## config.mk

```make
export PLATFORM = sky130hd
export DESIGN_NAME = sobol_bitstream_gen
export DESIGN_NICKNAME = d
export VERILOG_FILES = /design/src/rtl/sobol_bitstream_gen.sv
export SDC_FILE = /design/constraint.sdc
export NUM_CORES = 1
export LEC_CHECK = 0
export CORE_MARGIN = 5
export CORE_UTILIZATION = 40
export DETAILED_ROUTE_END_ITERATION = 6
export PLACE_DENSITY = 0.64
export SLEW_MARGIN = 20
export SYNTH_ARGS = -nofsm -noshare
export SYNTH_HDL_FRONTEND = slang
export SYNTH_SLANG_ARGS = --single-unit
```

## constraint.sdc

```tcl
create_clock -name clk -period 2.1 [get_ports clk]
set_clock_uncertainty 0.2 [all_clocks]
set_input_delay 0.315 -clock clk [delete_from_list [all_inputs] [get_ports clk]]
set_output_delay 0.315 -clock clk [all_outputs]
set_load 0.01 [all_outputs]
```

## src/rtl/sobol_bitstream_gen.sv

```systemverilog
// Converts a latched binary operand into a 2**INWD-bit unary stream by comparing it with Sobol samples.
// Optional macro ONES_COUNT_EN adds the ones_cnt output (running count of accepted 1-bits).
module sobol_bitstream_gen #(
  parameter int unsigned INWD = 8
) (
  input  logic            clk,
  input  logic            rst_n,
  input  logic [INWD-1:0] in_data,
  input  logic            in_valid,
  output logic            in_ready,
  input  logic [INWD-1:0] rng_in,
  output logic            rng_en,
  output logic            bit_out,
  output logic            bit_valid,
  input  logic            bit_ready,
  output logic            bit_last
`ifdef ONES_COUNT_EN
  ,
  output logic [INWD:0]   ones_cnt
`endif
);

  typedef enum logic {IDLE, RUN} state_t;

  localparam logic [INWD-1:0] CNT_MAX = '1;

  state_t          state;
  logic [INWD-1:0] val_q;
  logic [INWD-1:0] cnt;
  logic [INWD-1:0] cnt_nxt;
  logic            accept;

  // bit_out follows rng_in directly; upstream holds rng_in while rng_en is low
  assign accept  = bit_valid & bit_ready;
  assign rng_en  = accept;
  assign bit_out = bit_valid & (rng_in < val_q);
  assign cnt_nxt = INWD'(cnt + 1'b1);

  always_ff @(posedge clk or negedge rst_n) begin
    if (!rst_n) begin
      state     <= IDLE;
      in_ready  <= 1'b1;
      bit_valid <= 1'b0;
      bit_last  <= 1'b0;
      val_q     <= '0;
      cnt       <= '0;
    end else begin
      case (state)
        IDLE: begin
          if (in_valid) begin
            state     <= RUN;
            in_ready  <= 1'b0;
            bit_valid <= 1'b1;
            bit_last  <= (CNT_MAX == '0);
            val_q     <= in_data;
            cnt       <= '0;
          end
        end
        RUN: begin
          if (bit_ready) begin
            cnt      <= cnt_nxt;
            bit_last <= (cnt_nxt == CNT_MAX);
            // cnt wraps to zero exactly as the final bit is taken
            if (cnt == CNT_MAX) begin
              state     <= IDLE;
              in_ready  <= 1'b1;
              bit_valid <= 1'b0;
              bit_last  <= 1'b0;
            end
          end
        end
        default: begin
          state     <= IDLE;
          in_ready  <= 1'b1;
          bit_valid <= 1'b0;
          bit_last  <= 1'b0;
        end
      endcase
    end
  end

`ifdef ONES_COUNT_EN
  // Counts accepted ones; value persists in IDLE until the next operand latch
  always_ff @(posedge clk or negedge rst_n) begin
    if (!rst_n) begin
      ones_cnt <= '0;
    end else if (in_ready && in_valid) begin
      ones_cnt <= '0;
    end else if (accept && bit_out) begin
      ones_cnt <= (INWD + 1)'(ones_cnt + 1'b1);
    end
  end
`endif

endmodule
```

==> results of run 1 <==
-- worst max path at each step --
stage                     cells past startpoint       to                  from  slack [ns]
after floorplan                               6  bit_out  val_q[4]$_DFFE_PN0P_        0.34
after global placement                        7  bit_out             rng_in[4]       -0.60
after detailed placement                      7  bit_out             rng_in[4]       -0.61
after CTS                                     7  bit_out  val_q[4]$_DFFE_PN0P_       -0.08
after global routing                          7  bit_out  val_q[4]$_DFFE_PN0P_       -0.18
final                                         7  bit_out  val_q[4]$_DFFE_PN0P_       -0.05
-- through the flow --
step / hold slack, ns / instance area, µm²
final: 0.140 / 1430
after global routing: 0.159 / 1430
after CTS: 0.139 / 1410
after detailed placement: 0.264 / 1380
after global placement: 0.251 / 1380
after floorplan: -0.181 / 1100
-- where the power goes --
group	internal, mW	switching, mW	total [mW]
registers	0.468	0.0571	0.525
logic	0.181	0.174	0.354
clock network	0.106	0.119	0.225
total	0.755	0.350	1.10
-- registers in the layout, summed over array words and instances (netlist names) --
name       flops
bit_last       1
bit_valid      1
cnt            8
in_ready       1
state          1
val_q          8
-- critical path, cell delays in order (launching register included) --
cell,delay [ns]
sky130_fd_sc_hd__dfrtp_1,0.40
sky130_fd_sc_hd__inv_2,0.08
sky130_fd_sc_hd__ha_4,0.20
sky130_fd_sc_hd__a21o_1,0.16
sky130_fd_sc_hd__a21oi_2,0.11
sky130_fd_sc_hd__o21ai_1,0.08
sky130_fd_sc_hd__a31oi_1,0.16
sky130_fd_sc_hd__buf_2,0.15
-- kinds of logic after synthesis --
kind of cell / after synthesis / share of synthesized area, %
AO/OA/AOI/OAI: 31 / 16.3
XOR/XNOR: 2 / 1.60
adder cells (fa/ha/maj): 9 / 10.3
buffers and inverters: 14 / 5.82
flip-flops: 20 / 45.7
multiplexers: 2 / 1.94
AND/OR/NAND/NOR: 38 / 18.4
-- synthesized netlist by cell type (2+ instances only) --
cell | instances | area [µm²]
sky130_fd_sc_hd__nand4_1 | 2 | 12.5
sky130_fd_sc_hd__buf_2 | 3 | 15.0
sky130_fd_sc_hd__dfrtp_1 | 19 | 475
sky130_fd_sc_hd__o21ai_0 | 18 | 90.1
sky130_fd_sc_hd__ha_1 | 9 | 113
sky130_fd_sc_hd__inv_1 | 10 | 37.5
sky130_fd_sc_hd__nand2_1 | 20 | 75.1
sky130_fd_sc_hd__a21o_1 | 2 | 15.0
sky130_fd_sc_hd__a31oi_1 | 2 | 12.5
sky130_fd_sc_hd__and2_1 | 2 | 12.5
sky130_fd_sc_hd__nor2_1 | 2 | 7.51
sky130_fd_sc_hd__a21oi_1 | 3 | 15.0
-- routing by layer --
metal	GRT usage, %	wire (µm)	part of all wire, %	up-vias
met5	0	0	0	-
met2	19.4	1010	46	18
met4	3.98	14	0.64	0
met3	3.78	104	4.8	2
met1	15.9	1050	48	408
li1	-	-	-	454
-- final cells by class --
cell class	instances	area share (%)
multi-input cells	82	38.6
flip-flops and latches	20	35.1
repair buffers	28	18.4
well taps	31	2.71
inverters	10	2.62
clock buffers	4	2.53
-- what timing repair did --
item                       4_1_cts  5_1_grt
resized for setup                6        4
pin swaps                        4        1
buffers inserted                 0        0
hold buffers                     0        0
setup endpoints to repair        1        1
==> flow_summary.yaml, run 1 <==
run:
  max_cap_viol_count: 0
global_routing:
  grt_max_degree: 21
  number_of_antenna_violations_at_the_first_check_in_global_routing: 0
  first_pass_grt_wire_length_um: 3940
  grt_overflow: 0
  grt_pass1_vias: 920
  groute.usage.overall_pct: 12.3
critical_path:
  arrival_time_at_the_worst_endpoint_ns: 1.63
  reg2reg_setup_slack_ns: 0.48
  cp-start-kind: "flip-flop"
  path_max_fanout: 2
  critical_path.reg2reg.endpoint: "state$_DFF_PN0_"
  cp.required_ns: 1.58
  type_of_the_worst_setup_path: "flip-flop to output pin"
  r2r_start: "cnt[0]$_DFFE_PN0P_"
  critical_path.endpoint_type: "output pin"
  r2r_cells: 5
cells_and_area:
  post_route_cells_drive_above_1_share_pct: 14.6
  multi_input_area_um2: 553
  sequential_cell_area_um2: 502
  layout.nets: 174
  finish.utilization_pct: 53.3
  syn2layout_area_growth_pct: 30.4
  final_cell_mix: "22 x sky130_fd_sc_hd__clkdlybuf4s50_1, 20 x sky130_fd_sc_hd__nand2_1, 19 x sky130_fd_sc_hd__dfrtp_1"
  instances_no_fill: 175
  fill_cells: 252
  final_common_cell: "sky130_fd_sc_hd__clkdlybuf4s50_1"
  number_of_antenna_cells_inserted: 0
timing:
  period_minus_slack_ns: 2.15
  hold_viol_final: 0
  tightest_slew_ns: 0.361
  setup_ws_post_layout_ns: -0.0454
  grt_setup_unrepaired: "true"
  max_freq_mhz: 466
  setup_tns_ns: -0.0454
  timing_max_transition_violations_final: 0
  finalCritPeriodShare_pct: 102
  max_slew_margin_pct: 75.9
  count_of_endpoints_failing_setup_in_the_final_report: 1
route:
  post_drt_wl_per_cell_um: 12.5
  drt_iter0_markers: 32
  avgViaCountPerCell: 5.04
  drc: 0
  ant_nets: 0
  routed_wl_um: 2190
  detailroute.via_count: 882
  drt_first_pass_iters: 4
logic_synthesis:
  synth_fp_nets: 145
  synth-seq-cells: 20
  ys_dominant_reg_cell: "sky130_fd_sc_hd__dfrtp_1"
  synthCells: 116
  edff_count_synth: 0
  synth.avg_cell_area_um2: 9.46
  mappedNetlistArea_um2: 1100
  synthDistinctLibCells: 36
  synth_async_sr_flop_share_pct: 100
  yosys_warnings: 0
  synth_sequential_area_ratio_pct: 45.7
clock_tree:
  cts_max_path_buffers: 2
  tritoncts: "built"
  cts_sinks: 20
  cts_root_buf: "sky130_fd_sc_hd__clkbuf_4"
  numCtsBuffers: 3
  clock_tree.htree_level_count: 1
  cts.reportedPaths.clkPinSlew_ns: 0.12
  clkLatencyLatePin_ns: 0.30
run_status:
  status: "finished with violations"
  violations: "setup timing"
pwr:
  p_per_area_nw_per_um2: 772
  p_leak_nw: 0.627
  design_power_total_mw: 1.10
  peakVddDrop_uv: 420
floorplan:
  floorplan.core_area_um2: 2690
  design.portCount: 25
  die_width_um: 62.4
  floorplan.initialDensity_pct: 40.8
  placementRows: 19
  fp.dieH_um: 62.4
  floorplan.die_area_um2: 3890
placement:
  port_buffers: 24
  hpwl_um: 1600
  pre_cts_slack_ns: -0.606
  dp_cells: 171
  finalWeightedCongestion: 0.757
min_path:
  timing.hold.worst.class: "primary input to async pin"
Power figures use the tool's default switching activity.
==> inputs of run 2 (changes only) <==
CORE_MARGIN = 10   (was 5)
CORE_UTILIZATION = 45   (was 40)
PLACE_DENSITY = 0.71   (was 0.64)
==> flow_summary.yaml, run 2 (synthesis results as in run 1) <==
pwr:
  internal_power_uw: 826
  peakVddDrop_uv: 582
  power_frac_clock_pct: 27.0
  power.net_switching_uw: 358
  seq_power_share_pct: 44.6
  p_leak_nw: 0.622
  netSwitchingFraction_pct: 30.2
  pwr-share-comb_pct: 28.4
  p_per_area_nw_per_um2: 832
run_status:
  status: "finished with violations"
  violations: "setup timing"
route:
  post_drt_wl_per_cell_um: 14.2
  drc: 0
  ant_nets: 0
  routed_wl_um: 2410
  avgViaCountPerCell: 5.25
  drt_iter0_markers: 18
  detailroute.via_count: 892
  drt_first_pass_iters: 4
clock_tree:
  cts_sinks: 20
  cts.reportedPaths.clkPinSlew_ns: 0.12
  cts_max_path_buffers: 2
  clkLatencyLatePin_ns: 0.31
  tritoncts: "built"
  numCtsBuffers: 3
  post_cts.repair.setup_buffers: 0
  clock_tree.htree_level_count: 1
  cts_root_buf: "sky130_fd_sc_hd__clkbuf_4"
cells_and_area:
  number_of_antenna_cells_inserted: 0
  finish.utilization_pct: 62.6
  final_common_cell: "sky130_fd_sc_hd__clkdlybuf4s50_1"
  layout.nets: 172
  syn2layout_area_growth_pct: 29.8
  post_route_cells_drive_above_1_share_pct: 12.7
  final_cell_mix: "22 x sky130_fd_sc_hd__clkdlybuf4s50_1, 20 x sky130_fd_sc_hd__nand2_1, 19 x sky130_fd_sc_hd__dfrtp_1"
  fill_cells: 190
  largestRegisters: "cnt: 8 flops, val_q: 8 flops"
floorplan:
  floorplan.initialDensity_pct: 48.2
  placementRows: 17
  floorplan.core_area_um2: 2280
  floorplan.die_area_um2: 4810
  fp.dieH_um: 69.4
  die_width_um: 69.4
  design.portCount: 25
run:
  max_cap_viol_count: 0
timing:
  timing_max_transition_violations_final: 0
  tightest_slew_ns: 0.489
  hold_ws_ns: 0.123
  max_slew_margin_pct: 67.3
  hold_viol_final: 0
  period_minus_slack_ns: 2.14
  setup_ws_post_layout_ns: -0.0370
  max_freq_mhz: 468
  count_of_endpoints_failing_setup_in_the_final_report: 1
  finalCritPeriodShare_pct: 102
  grt_setup_unrepaired: "true"
critical_path:
  arrival_time_at_the_worst_endpoint_ns: 1.62
  r2r_cells: 5
  critical_path.endpoint_type: "output pin"
  type_of_the_worst_setup_path: "flip-flop to output pin"
  reg2reg_setup_slack_ns: 0.47
  path_max_fanout: 2
  cp-start-kind: "flip-flop"
  cp.required_ns: 1.58
global_routing:
  grt_util_met3_pct: 3.71
  grt_max_degree: 21
  groute.usage.overall_pct: 10.5
  grt_most_used_layer: "met2"
  grt.met2_usage_pct: 15.8
  grt_pass1_vias: 931
  first_pass_grt_wire_length_um: 4240
  number_of_antenna_violations_at_the_first_check_in_global_routing: 0
  grt_util_met1_pct: 12.8
  grt_overflow: 0
placement:
  port_buffers: 24
  pre_cts_slack_ns: -0.591
  finalWeightedCongestion: 0.748
  hpwl_um: 1860
min_path:
  timing.hold.worst.class: "primary input to async pin"
run 2: cell count changes in the layout (fill, tap and decap cells not counted):
cell                        change
sky130_fd_sc_hd__a211oi_1       +1
sky130_fd_sc_hd__a211oi_2       -1
sky130_fd_sc_hd__buf_4          -2
sky130_fd_sc_hd__bufinv_16      +1
sky130_fd_sc_hd__clkbuf_8       -1
run 2: final cells by class:
cell class	count	area, µm²	share of cell area, %
clock buffer	3	22.5	1.58
clock inverter	1	30.0	2.11
inverter	10	37.5	2.64
multi-input combinational	82	548	38.5
sequential	20	502	35.2
tap	28	35.0	2.46
timing repair buffer	26	249	17.5
run 2: timing repair:
action                     in CTS  in global routing
gates cloned                    0                  0
setup endpoints to repair       1                  1
hold buffers                    0                  0
resized for setup               8                  1
pin swaps                       4                  0
run 2: critical path: stages, from the launching register on:
cell	delay, ns
sky130_fd_sc_hd__dfrtp_1	0.39
sky130_fd_sc_hd__inv_2	0.08
sky130_fd_sc_hd__ha_4	0.20
sky130_fd_sc_hd__a21o_1	0.16
sky130_fd_sc_hd__a21oi_2	0.10
sky130_fd_sc_hd__o21ai_1	0.07
sky130_fd_sc_hd__a31oi_1	0.15
sky130_fd_sc_hd__buf_2	0.16
run 2: power groups by stage:
stage / clock network, mW / registers (mW) / logic, mW
2_1_floorplan: 0 / 0.519 / 0.218
3_3_place_gp: 0 / 0.529 / 0.318
3_5_place_dp: 0 / 0.533 / 0.331
4_1_cts: 0.333 / 0.527 / 0.334
5_1_grt: 0.350 / 0.539 / 0.395
6_report: 0.320 / 0.528 / 0.336
run 2: worst paths after layout:
check | endpoint | from
max in group asynchronous | in_ready$_DFFE_PN1P_ | rst_n
min in group clk | in_ready$_DFFE_PN1P_ | in_ready$_DFFE_PN1P_
max reg2reg | state$_DFF_PN0_ | cnt[1]$_DFFE_PN0P_
max | bit_out | val_q[4]$_DFFE_PN0P_
min reg2reg | in_ready$_DFFE_PN1P_ | in_ready$_DFFE_PN1P_
min | cnt[0]$_DFFE_PN0P_ | rst_n
run 2: stage by stage:
step | TNS [ns] | power (mW) | instances | area (µm²)
after floorplan | 0 | 0.737 | 116 | 1100
after global placement | -0.576 | 0.847 | 166 | 1360
after detailed placement | -0.591 | 0.864 | 166 | 1360
after CTS | -0.0750 | 1.19 | 170 | 1420
after global routing | -0.192 | 1.28 | 170 | 1420
final | -0.0370 | 1.18 | 170 | 1420
run 2: layer usage:
metal	vias to the layer above	part of all wire, %	wire (µm)
met2	18	47	1130
met1	421	46	1100
met4	0	2.0	48
met5	-	0	0
met3	4	5.5	133
li1	449	-	-
==> inputs of run 3 (changes only) <==
CORE_ASPECT_RATIO = 0.6   (was default)
==> flow_summary.yaml, run 3 (synthesis results as in run 1) <==
pwr:
  p_leak_nw: 0.644
  p_per_area_nw_per_um2: 821
  peakVddDrop_uv: 522
clock_tree:
  numCtsBuffers: 3
  cts_max_path_buffers: 2
  tritoncts: "built"
  cts.reportedPaths.clkPinSlew_ns: 0.07
  clock_tree.htree_level_count: 1
  cts_sinks: 20
  clkLatencyLatePin_ns: 0.26
  ctsHoldBuffers: 0
  cts_root_buf: "sky130_fd_sc_hd__clkbuf_8"
cells_and_area:
  multi_input_area_um2: 552
  largestRegisters: "cnt: 8 flops, val_q: 8 flops"
  fill_cells: 183
  final_cell_mix: "20 x sky130_fd_sc_hd__nand2_1, 19 x sky130_fd_sc_hd__dfrtp_1, 19 x sky130_fd_sc_hd__clkdlybuf4s50_1"
  instances_no_fill: 174
  syn2layout_area_growth_pct: 31.9
  final_common_cell: "sky130_fd_sc_hd__nand2_1"
  layout.nets: 174
  finalInstanceArea_um2: 1450
  sequential_cell_area_um2: 502
  number_of_antenna_cells_inserted: 0
  post_route_cells_drive_above_1_share_pct: 14.6
route:
  drt_first_pass_iters: 4
  drc: 0
  post_drt_wl_per_cell_um: 15.1
  ant_nets: 0
  drt_iter0_markers: 39
  routed_wl_um: 2630
  detailroute.via_count: 891
  avgViaCountPerCell: 5.12
timing:
  max_slew_margin_pct: 70.7
  period_minus_slack_ns: 2.07
  timing_max_transition_violations_final: 0
  tightest_slew_ns: 0.438
  setup_tns_ns: 0
  setup_ws_post_layout_ns: 0.0316
  hold_viol_final: 0
  max_freq_mhz: 483
  grt_setup_unrepaired: "true"
  count_of_endpoints_failing_setup_in_the_final_report: 0
  finalCritPeriodShare_pct: 98.5
placement:
  hpwl_um: 2070
  port_buffers: 24
  pre_cts_slack_ns: -0.620
  finalWeightedCongestion: 0.828
  placed_area_um2: 1370
  dp_cells: 169
floorplan:
  floorplan.core_area_um2: 2240
  placementRows: 13
  floorplan.initialDensity_pct: 48.9
  fp.dieH_um: 58.3
  floorplan.die_area_um2: 4880
  design.portCount: 25
  die_width_um: 83.8
critical_path:
  cp.required_ns: 1.58
  critical_path.endpoint_type: "output pin"
  arrival_time_at_the_worst_endpoint_ns: 1.55
  r2r_start: "cnt[1]$_DFFE_PN0P_"
  critical_path.reg2reg.endpoint: "state$_DFF_PN0_"
  type_of_the_worst_setup_path: "primary input to output pin"
  cp-start-kind: "primary input"
  r2r_cells: 5
  path_max_fanout: 2
  reg2reg_setup_slack_ns: 0.46
global_routing:
  grt_overflow: 0
  first_pass_grt_wire_length_um: 4520
  grt_pass1_vias: 926
  grt_max_degree: 17
  groute.usage.overall_pct: 11.3
  number_of_antenna_violations_at_the_first_check_in_global_routing: 0
run:
  max_cap_viol_count: 0
min_path:
  timing.hold.worst.class: "primary input to async pin"
run_status:
  status: "finished clean"
[run 3: changes by cell type in the layout (fill, tap and decap cells not counted), moves of 2 or more]
cell,delta
sky130_fd_sc_hd__dlygate4sd2_1,+2
sky130_fd_sc_hd__clkbuf_4,-3
sky130_fd_sc_hd__clkdlybuf4s50_1,-3
sky130_fd_sc_hd__clkbuf_8,+4
sky130_fd_sc_hd__buf_4,+2
[run 3: how the worst max path moves through the flow]
stage	cells past startpoint	to	slack, ns	start
3_3_place_gp	7	bit_out	-0.54	rng_in[4]
3_5_place_dp	7	bit_out	-0.62	rng_in[4]
4_1_cts	7	bit_out	0.005	rng_in[3]
2_1_floorplan	6	bit_out	0.34	val_q[4]$_DFFE_PN0P_
5_1_grt	7	bit_out	-0.10	val_q[4]$_DFFE_PN0P_
6_report	6	bit_out	0.03	rng_in[5]
[run 3: final cells by class]
type | instances | area share [%]
clock buffer | 4 | 3.80
inverter | 10 | 2.59
multi-input combinational | 82 | 38.1
sequential | 20 | 34.7
tap | 30 | 2.59
timing repair buffer | 28 | 18.2
[run 3: per-stage QoR]
| stage | power [mW] | hold WS, ns | utilization (%) |
|---|---|---|---|
| final | 1.19 | 0.157 | 64.5 |
| after detailed placement | 0.880 | 0.260 | 61.1 |
| after global placement | 0.863 | 0.252 | 61.1 |
| after global routing | 1.28 | 0.189 | 64.5 |
| after floorplan | 0.737 | -0.181 | - |
| after CTS | 1.20 | 0.177 | 64.4 |
[run 3: critical path, stage by stage]
cell                              delay (ns)
sky130_fd_sc_hd__clkdlybuf4s50_1        0.41
sky130_fd_sc_hd__ha_1                   0.31
sky130_fd_sc_hd__a21oi_1                0.14
sky130_fd_sc_hd__o21ai_1                0.08
sky130_fd_sc_hd__a31oi_1                0.14
sky130_fd_sc_hd__buf_2                  0.16
[run 3: routing by layer]
metal	up-vias	global-route usage [%]	part of all wire [%]	routed length [µm]
li1	455	-	-	-
met2	13	18.8	47	1230
met5	-	0	0	0
met4	0	4.99	2.1	56
met1	417	13.4	48	1260
met3	6	3.49	3.3	86
[run 3: power breakdown]
group / switching [mW] / total, mW / internal (mW)
sequential: 0.0593 / 0.528 / 0.469
combinational: 0.183 / 0.368 / 0.185
clock: 0.125 / 0.292 / 0.167
total: 0.368 / 1.19 / 0.821
[run 3: timing repair]
item	4_1_cts	5_1_grt
resized for setup	12	1
setup buffers	1	0
cloned	0	0
pin swaps	9	1
setup endpoints to repair	1	1
